$ cat config.mk
export PLATFORM = sky130hd
export DESIGN_NAME = mem_arbiter_flat
export DESIGN_NICKNAME = d
export VERILOG_FILES = /design/src/rtl/mem_arbiter_if.sv /design/src/rtl/mem_arbiter.sv /design/src/flat_wrapper.sv
export SDC_FILE = /design/constraint.sdc
export NUM_CORES = 1
export LEC_CHECK = 0
export CAP_MARGIN = 20
export CORE_MARGIN = 2
export CORE_UTILIZATION = 30
export DETAILED_ROUTE_END_ITERATION = 12
export PLACE_DENSITY_LB_ADDON = 0.15
export SYNTH_ARGS = -nofsm -noshare
export SYNTH_HDL_FRONTEND = slang
export SYNTH_SLANG_ARGS = --single-unit
export TNS_END_PERCENT = 20
$ cat constraint.sdc
create_clock -name clock -period 4.67 [get_ports clock]
set_clock_uncertainty 0.15 [all_clocks]
set_input_delay 0.467 -clock clock [delete_from_list [all_inputs] [get_ports clock]]
set_output_delay 0.467 -clock clock [all_outputs]
set_load 0.05 [all_outputs]
$ cat src/rtl/mem_arbiter_if.sv
// mem_arbiter_if: fetch, data and memory-side signals of the memory arbiter.
// slave modport is the arbiter's view; master is the requester/memory side.
interface mem_arbiter_if #(
   parameter int unsigned NBITS = 8
);
   // fetch port
   logic             f_req;
   logic [NBITS-1:0] f_addr;
   logic             f_ack;
   logic [NBITS-1:0] f_rdata;
   // data port
   logic             d_req;
   logic             d_we;
   logic [NBITS-1:0] d_addr;
   logic [NBITS-1:0] d_wdata;
   logic             d_ack;
   logic [NBITS-1:0] d_rdata;
   // memory port
   logic             m_read;
   logic             m_write;
   logic [NBITS-1:0] m_addr;
   logic [NBITS-1:0] m_wdata;
   logic [NBITS-1:0] m_rdata;
   logic             busy;
   // status
   logic             stall;
   logic             err;

   modport slave (
      input  f_req, f_addr, d_req, d_we, d_addr, d_wdata, m_rdata, busy,
      output f_ack, f_rdata, d_ack, d_rdata, m_read, m_write, m_addr, m_wdata,
             stall, err
   );

   modport master (
      output f_req, f_addr, d_req, d_we, d_addr, d_wdata, m_rdata, busy,
      input  f_ack, f_rdata, d_ack, d_rdata, m_read, m_write, m_addr, m_wdata,
             stall, err
   );
endinterface

$ cat src/rtl/mem_arbiter.sv
// mem_arbiter: shares one memory port between a fetch and a data requester.
// Fixed data-over-fetch priority by default; define MEM_ARB_RR_EN to make
// contention alternate between the two requesters.
// Acks are combinational in the completion cycle; a transaction that keeps
// busy high for TIMEOUT cycles is dropped and reported with a one-cycle err.
module mem_arbiter #(
   parameter int unsigned NBITS   = 8,
   parameter int unsigned TIMEOUT = 15
) (
   input  logic          clock,
   input  logic          reset,
   mem_arbiter_if.slave  io_bus
);

   localparam int unsigned CW = ($clog2(TIMEOUT + 1) > 4) ? $clog2(TIMEOUT + 1) : 4;

   typedef enum logic [1:0] {
      S_IDLE  = 2'd0,
      S_FETCH = 2'd1,
      S_DATA  = 2'd2
   } state_t;

   state_t           r_state;
   state_t           w_next;
   logic             w_grant_d;
   logic             w_grant_f;
   logic             w_active;
   logic             w_done;
   logic             w_timeout;

   logic [NBITS-1:0] r_addr;
   logic             r_we;
   logic [NBITS-1:0] r_wdata;
   logic [CW-1:0]    r_cnt;
   logic [NBITS-1:0] r_f_rdata;
   logic [NBITS-1:0] r_d_rdata;
   logic             r_err;

   logic             w_m_read;
   logic             w_m_write;
   logic [NBITS-1:0] w_m_addr;
   logic [NBITS-1:0] w_m_wdata;
   logic             w_f_ack;
   logic             w_d_ack;
   logic             w_stall;

`ifdef MEM_ARB_RR_EN
   logic             r_last_f;
`endif

   assign w_active  = (r_state != S_IDLE);
   assign w_done    = w_active && !io_bus.busy && !reset;
   assign w_timeout = w_active && io_bus.busy && (r_cnt == CW'(TIMEOUT - 1));

   // State register
   always_ff @(posedge clock) begin
      if (reset) r_state <= S_IDLE;
      else       r_state <= w_next;
   end

   // Next-state and grant decision
   always_comb begin
      w_next    = r_state;
      w_grant_d = 1'b0;
      w_grant_f = 1'b0;
      case (r_state)
         S_IDLE: begin
`ifdef MEM_ARB_RR_EN
            if (io_bus.d_req && io_bus.f_req) begin
               w_grant_d = r_last_f;
               w_grant_f = !r_last_f;
            end else if (io_bus.d_req) begin
               w_grant_d = 1'b1;
            end else if (io_bus.f_req) begin
               w_grant_f = 1'b1;
            end
`else
            if (io_bus.d_req)      w_grant_d = 1'b1;
            else if (io_bus.f_req) w_grant_f = 1'b1;
`endif
            if (w_grant_d)      w_next = S_DATA;
            else if (w_grant_f) w_next = S_FETCH;
         end
         S_FETCH, S_DATA: begin
            if (w_done || w_timeout) w_next = S_IDLE;
         end
         default: w_next = S_IDLE;
      endcase
   end

   // Memory strobes, acks and stall from state and latched operands
   always_comb begin
      w_m_read  = 1'b0;
      w_m_write = 1'b0;
      w_m_addr  = '0;
      w_m_wdata = '0;
      w_f_ack   = 1'b0;
      w_d_ack   = 1'b0;
      case (r_state)
         S_FETCH: begin
            w_m_read = 1'b1;
            w_m_addr = r_addr;
            w_f_ack  = w_done;
         end
         S_DATA: begin
            w_m_read  = !r_we;
            w_m_write = r_we;
            w_m_addr  = r_addr;
            w_m_wdata = r_wdata;
            w_d_ack   = w_done;
         end
         default: ;
      endcase
      w_stall = (io_bus.f_req || io_bus.d_req) && !(w_f_ack || w_d_ack);
   end

   // Operand latch, busy counter, read-data capture and err pulse
   always_ff @(posedge clock) begin
      if (reset) begin
         r_addr    <= '0;
         r_we      <= 1'b0;
         r_wdata   <= '0;
         r_cnt     <= '0;
         r_f_rdata <= '0;
         r_d_rdata <= '0;
         r_err     <= 1'b0;
      end else begin
         r_err <= w_timeout;
         if (w_grant_d) begin
            r_addr  <= io_bus.d_addr;
            r_we    <= io_bus.d_we;
            r_wdata <= io_bus.d_wdata;
            r_cnt   <= '0;
         end else if (w_grant_f) begin
            r_addr  <= io_bus.f_addr;
            r_we    <= 1'b0;
            r_wdata <= '0;
            r_cnt   <= '0;
         end else if (w_active && io_bus.busy && (r_cnt != CW'(TIMEOUT))) begin
            r_cnt <= r_cnt + CW'(1);
         end
         if (w_f_ack)          r_f_rdata <= io_bus.m_rdata;
         if (w_d_ack && !r_we) r_d_rdata <= io_bus.m_rdata;
      end
   end

`ifdef MEM_ARB_RR_EN
   // Remember which requester won last; starts as fetch so data wins first
   always_ff @(posedge clock) begin
      if (reset)          r_last_f <= 1'b1;
      else if (w_grant_d) r_last_f <= 1'b0;
      else if (w_grant_f) r_last_f <= 1'b1;
   end
`endif

   assign io_bus.m_read  = w_m_read;
   assign io_bus.m_write = w_m_write;
   assign io_bus.m_addr  = w_m_addr;
   assign io_bus.m_wdata = w_m_wdata;
   assign io_bus.f_ack   = w_f_ack;
   assign io_bus.d_ack   = w_d_ack;
   assign io_bus.f_rdata = r_f_rdata;
   assign io_bus.d_rdata = r_d_rdata;
   assign io_bus.stall   = w_stall;
   assign io_bus.err     = r_err;

endmodule

$ cat src/flat_wrapper.sv
// flat-port wrapper written by rule: the top's interface ports become plain ports
module mem_arbiter_flat 
#(
   parameter int unsigned NBITS   = 8,
   parameter int unsigned TIMEOUT = 15
)
  (clock, reset, io_bus_f_req, io_bus_f_addr, io_bus_d_req, io_bus_d_we, io_bus_d_addr, io_bus_d_wdata, io_bus_m_rdata, io_bus_busy, io_bus_f_ack, io_bus_f_rdata, io_bus_d_ack, io_bus_d_rdata, io_bus_m_read, io_bus_m_write, io_bus_m_addr, io_bus_m_wdata, io_bus_stall, io_bus_err);
  mem_arbiter_if #(.NBITS(NBITS)) io_bus_i ();
  input  logic clock;
  input  logic reset;
  input wire logic [$bits(io_bus_i.f_req)-1:0] io_bus_f_req;
  input wire logic [$bits(io_bus_i.f_addr)-1:0] io_bus_f_addr;
  input wire logic [$bits(io_bus_i.d_req)-1:0] io_bus_d_req;
  input wire logic [$bits(io_bus_i.d_we)-1:0] io_bus_d_we;
  input wire logic [$bits(io_bus_i.d_addr)-1:0] io_bus_d_addr;
  input wire logic [$bits(io_bus_i.d_wdata)-1:0] io_bus_d_wdata;
  input wire logic [$bits(io_bus_i.m_rdata)-1:0] io_bus_m_rdata;
  input wire logic [$bits(io_bus_i.busy)-1:0] io_bus_busy;
  output wire logic [$bits(io_bus_i.f_ack)-1:0] io_bus_f_ack;
  output wire logic [$bits(io_bus_i.f_rdata)-1:0] io_bus_f_rdata;
  output wire logic [$bits(io_bus_i.d_ack)-1:0] io_bus_d_ack;
  output wire logic [$bits(io_bus_i.d_rdata)-1:0] io_bus_d_rdata;
  output wire logic [$bits(io_bus_i.m_read)-1:0] io_bus_m_read;
  output wire logic [$bits(io_bus_i.m_write)-1:0] io_bus_m_write;
  output wire logic [$bits(io_bus_i.m_addr)-1:0] io_bus_m_addr;
  output wire logic [$bits(io_bus_i.m_wdata)-1:0] io_bus_m_wdata;
  output wire logic [$bits(io_bus_i.stall)-1:0] io_bus_stall;
  output wire logic [$bits(io_bus_i.err)-1:0] io_bus_err;
  assign io_bus_i.f_req = io_bus_f_req;
  assign io_bus_i.f_addr = io_bus_f_addr;
  assign io_bus_i.d_req = io_bus_d_req;
  assign io_bus_i.d_we = io_bus_d_we;
  assign io_bus_i.d_addr = io_bus_d_addr;
  assign io_bus_i.d_wdata = io_bus_d_wdata;
  assign io_bus_i.m_rdata = io_bus_m_rdata;
  assign io_bus_i.busy = io_bus_busy;
  assign io_bus_f_ack = io_bus_i.f_ack;
  assign io_bus_f_rdata = io_bus_i.f_rdata;
  assign io_bus_d_ack = io_bus_i.d_ack;
  assign io_bus_d_rdata = io_bus_i.d_rdata;
  assign io_bus_m_read = io_bus_i.m_read;
  assign io_bus_m_write = io_bus_i.m_write;
  assign io_bus_m_addr = io_bus_i.m_addr;
  assign io_bus_m_wdata = io_bus_i.m_wdata;
  assign io_bus_stall = io_bus_i.stall;
  assign io_bus_err = io_bus_i.err;
  mem_arbiter #(.NBITS(NBITS), .TIMEOUT(TIMEOUT)) u_core (.clock(clock), .reset(reset), .io_bus(io_bus_i));
endmodule
==> flow_results.xml <==
<?xml version="1.0" encoding="UTF-8"?>
<metrics>
  <group name="floorplan">
    <metric name="core_area" unit="um2">5540</metric>
    <metric name="io-pin-count" unit="">76</metric>
    <metric name="dieArea" unit="um2">6390</metric>
    <metric name="initial_utilization" unit="">0.312</metric>
    <metric name="die-height" unit="um">79.9</metric>
    <metric name="core.rowCount" unit="">27</metric>
    <metric name="dieWidth" unit="um">79.9</metric>
  </group>
  <group name="global_routing">
    <metric name="grt_overflow_total" unit="">0</metric>
    <metric name="grt.total_usage" unit="">0.135</metric>
    <metric name="grt_start_max_net_pins" unit="">23</metric>
    <metric name="initial_antenna_violation_count" unit="">0</metric>
    <metric name="via_count_of_the_first_global_routing_pass" unit="">1471</metric>
    <metric name="grt_first_pass_wirelength" unit="mm">6.69</metric>
  </group>
  <group name="synth">
    <metric name="synthDominantCellAreaShare" unit="">0.463</metric>
    <metric name="synth_seq_cells" unit="">40</metric>
    <metric name="syn_avg_cell_area" unit="um2">8.96</metric>
    <metric name="syn_inst" unit="">193</metric>
    <metric name="asyncSetResetFlopFracSynth" unit="">0</metric>
    <metric name="synthTopCellsByArea" unit="">sky130_fd_sc_hd__dfxtp_1 (46%), sky130_fd_sc_hd__nand2_1 (7.4%), sky130_fd_sc_hd__and2_1 (7.2%)</metric>
    <metric name="netlist-cell-type-count" unit="">34</metric>
    <metric name="yosys.area.top_type" unit="">sky130_fd_sc_hd__dfxtp_1</metric>
    <metric name="count_of_flip_flops_with_a_built_in_enable_after_synthesis" unit="">0</metric>
    <metric name="synth.yosys.seq_area_share" unit="">0.463</metric>
    <metric name="number_of_warnings_issued_by_yosys" unit="">0</metric>
    <metric name="synth.cell_area" unit="um2">1730</metric>
    <metric name="synth_nets" unit="">236</metric>
    <metric name="ys_dominant_reg_cell" unit="">sky130_fd_sc_hd__dfxtp_1</metric>
  </group>
  <group name="timing">
    <metric name="timing.final.hold_violations" unit="">0</metric>
    <metric name="finalMaxSlewViolations" unit="">0</metric>
    <metric name="period_minus_slack" unit="ns">3.63</metric>
    <metric name="fin_tns_setup" unit="ns">0</metric>
    <metric name="min_period_over_period" unit="">0.777</metric>
    <metric name="worstMarginPinSlew" unit="ns">0.721</metric>
    <metric name="rsz0062_at_grt" unit="">no</metric>
    <metric name="finalSetupViolCount" unit="">0</metric>
    <metric name="max_freq" unit="MHz">275</metric>
    <metric name="maxSlewHeadroom" unit="">0.516</metric>
  </group>
  <group name="route">
    <metric name="post_drt_via_cell_ratio" unit="">4.52</metric>
    <metric name="postRouteWirelength" unit="mm">4.13</metric>
    <metric name="drt_iter0_markers" unit="">73</metric>
    <metric name="post_drt_wl_per_cell" unit="um">12.1</metric>
    <metric name="detail_route.drc_violations" unit="">0</metric>
    <metric name="drt_first_pass_iters" unit="">4</metric>
    <metric name="ant_nets" unit="">0</metric>
    <metric name="vias" unit="">1540</metric>
  </group>
  <group name="critical_path">
    <metric name="rr_endpoint" unit="">u_core.io_bus.f_rdata[4]$_SDFFE_PP0P_</metric>
    <metric name="worst_setup_path_start_kind" unit="">register</metric>
    <metric name="r2r_slack" unit="ns">2.35</metric>
    <metric name="ff2ff_path_depth" unit="">7</metric>
    <metric name="worst_setup_path_end_kind" unit="">primary output</metric>
    <metric name="arrival" unit="ns">3.01</metric>
    <metric name="reg2reg_from" unit="">u_core.r_state[0]$_SDFFE_PP0P_</metric>
    <metric name="worstPathMaxFanout" unit="">11</metric>
    <metric name="worst-setup-path-type" unit="">register to primary output</metric>
    <metric name="worst-endpoint-required" unit="ns">4.05</metric>
  </group>
  <group name="placed_design">
    <metric name="gp_congestion" unit="">0.831</metric>
    <metric name="place.detailed.instances" unit="">333</metric>
    <metric name="postPlaceCellArea" unit="um2">2520</metric>
    <metric name="place_hpwl" unit="mm">3.03</metric>
    <metric name="io_buffers" unit="">75</metric>
  </group>
  <group name="clock_tree">
    <metric name="numCtsBuffers" unit="">5</metric>
    <metric name="post-cts-setup-buffers" unit="">0</metric>
    <metric name="cts.root.buffer_cell" unit="">sky130_fd_sc_hd__clkbuf_8</metric>
    <metric name="hold_buffers" unit="">0</metric>
    <metric name="htree_num_levels" unit="">2</metric>
    <metric name="path_clk_slew" unit="ns">0.07</metric>
    <metric name="cts_max_path_buffers" unit="">2</metric>
    <metric name="post_cts_resized" unit="">0</metric>
    <metric name="clock_insertion_delay_worst_skew" unit="ns">0.28</metric>
    <metric name="cts_num_sinks" unit="">40</metric>
    <metric name="tritoncts" unit="">built</metric>
  </group>
  <group name="outcome">
    <metric name="status" unit="">complete, no violations</metric>
  </group>
  <group name="power">
    <metric name="p_leak" unit="nW">0.965</metric>
    <metric name="power_per_cell_area" unit="nW/um2">432</metric>
    <metric name="worst_voltage_drop_across_the_vdd_grid" unit="V">0.000215</metric>
    <metric name="design_power_total" unit="W">0.00113</metric>
  </group>
  <group name="hold_path">
    <metric name="worst_hold_path_type" unit="">register to register</metric>
    <metric name="min-delay-start" unit="">u_core.r_addr[4]$_SDFFE_PP0P_</metric>
    <metric name="worstHoldPathCells" unit="">2</metric>
    <metric name="min_delay_worst_endpoint" unit="">u_core.r_addr[4]$_SDFFE_PP0P_</metric>
  </group>
  <group name="final_layout">
    <metric name="num-nets-final" unit="">311</metric>
    <metric name="n_antenna_cell" unit="">0</metric>
    <metric name="synthToLayoutAreaGrowth" unit="%">51.1</metric>
    <metric name="stdcell_count" unit="">341</metric>
    <metric name="final_core_util" unit="">0.472</metric>
    <metric name="stdcell_area" unit="um2">2610</metric>
    <metric name="drive_gt1_frac" unit="">0.0669</metric>
  </group>
  <group name="flow_run">
    <metric name="maxCapViolCount" unit="">0</metric>
  </group>
</metrics>
[metal layers]
| metal | GRT usage | wire length (um) | vias up |
|---|---|---|---|
| li1 | - | - | 806 |
| met1 | 0.172 | 1910 | 667 |
| met2 | 0.205 | 1770 | 60 |
| met3 | 0.0566 | 394 | 7 |
| met4 | 0.0458 | 51 | 0 |
| met5 | 0 | 0 | - |
[where the power goes]
part | total [W] | switching (W) | internal (W)
registers | 0.000418 | 0.0000260 | 0.000392
logic | 0.000480 | 0.000299 | 0.000182
clock network | 0.000230 | 0.000110 | 0.000120
total | 0.00113 | 0.000435 | 0.000694
[worst max path at each step]
stage,slack (ns),depth (start not counted),endpoint,start
2_1_floorplan,1.70,7,io_bus_stall,u_core.r_state[0]$_SDFFE_PP0P_
3_3_place_gp,1.18,6,io_bus_f_ack,reset
3_5_place_dp,1.10,6,io_bus_f_ack,reset
4_1_cts,1.03,6,io_bus_f_ack,u_core.r_state[0]$_SDFFE_PP0P_
5_1_grt,0.87,6,io_bus_f_ack,u_core.r_state[0]$_SDFFE_PP0P_
6_report,1.04,6,io_bus_f_ack,u_core.r_state[0]$_SDFFE_PP0P_
[cell usage after synthesis, drive strengths merged, types with 2 or more instances]
library cell and number:
nor2 7, nand2 37, xor2 2, dfxtp 40, a22o 9, nor3 2, ha 5, a21oi 17
o21ai 9, nor2b 3, mux2i 8, inv 5, nand3 11, clkbuf 3, and2 20, buf 5
[worst max-delay path, stage by stage, from the launching register on]
cell	delay [ns]
sky130_fd_sc_hd__dfxtp_1	0.36
sky130_fd_sc_hd__inv_1	0.08
sky130_fd_sc_hd__ha_1	0.31
sky130_fd_sc_hd__nor3_2	0.65
sky130_fd_sc_hd__nand2_2	0.27
sky130_fd_sc_hd__inv_2	0.22
sky130_fd_sc_hd__clkdlybuf4s50_1	0.84
[through the flow]
step,hold slack [ns],setup slack [ns]
after global placement,0.276,1.18
after global routing,0.321,0.874
after detailed placement,0.284,1.10
final,0.295,1.04
after floorplan,0.266,1.70
after CTS,0.301,1.03
[layout make-up]
| type | instances | area [um2] |
|---|---|---|
| flip-flops and latches | 40 | 801 |
| multi-input cells | 140 | 855 |
| repair buffers | 76 | 758 |
| fillers | 578 | 2930 |
| inverters | 5 | 18.8 |
| clock buffers | 8 | 90.1 |
| well taps | 72 | 90.1 |
[registers in the layout, summed over array words and instances (netlist names)]
| signal | flops |
|---|---|
| u_core.io_bus.d_rdata | 8 |
| u_core.io_bus.err | 1 |
| u_core.io_bus.f_rdata | 8 |
| u_core.r_addr | 8 |
| u_core.r_cnt | 4 |
| u_core.r_state | 2 |
| u_core.r_wdata | 8 |
| u_core.r_we | 1 |
[placed cells by master, fill, tap and decap left out, types with 2 or more instances in the layout]
cell and instances:
sky130_fd_sc_hd__a21oi_1 16, sky130_fd_sc_hd__a22o_1 9, sky130_fd_sc_hd__and2_1 20, sky130_fd_sc_hd__clkbuf_1 2, sky130_fd_sc_hd__clkbuf_8 6, sky130_fd_sc_hd__clkdlybuf4s50_1 75
sky130_fd_sc_hd__dfxtp_1 40, sky130_fd_sc_hd__ha_1 5, sky130_fd_sc_hd__inv_1 3, sky130_fd_sc_hd__inv_2 2, sky130_fd_sc_hd__mux2i_1 8, sky130_fd_sc_hd__nand2_1 34
sky130_fd_sc_hd__nand2_2 3, sky130_fd_sc_hd__nand3_1 11, sky130_fd_sc_hd__nor2_1 6, sky130_fd_sc_hd__nor2b_1 2, sky130_fd_sc_hd__o21ai_0 8, sky130_fd_sc_hd__xor2_1 2
[kinds of logic after synthesis]
family / synth area share
compound gates: 0.159
xor+xnor: 0.0152
fa+ha+maj: 0.0362
buf+inv: 0.0427
flops: 0.463
mux: 0.0463
simple gates: 0.237
(Power assumes the default switching activity.)
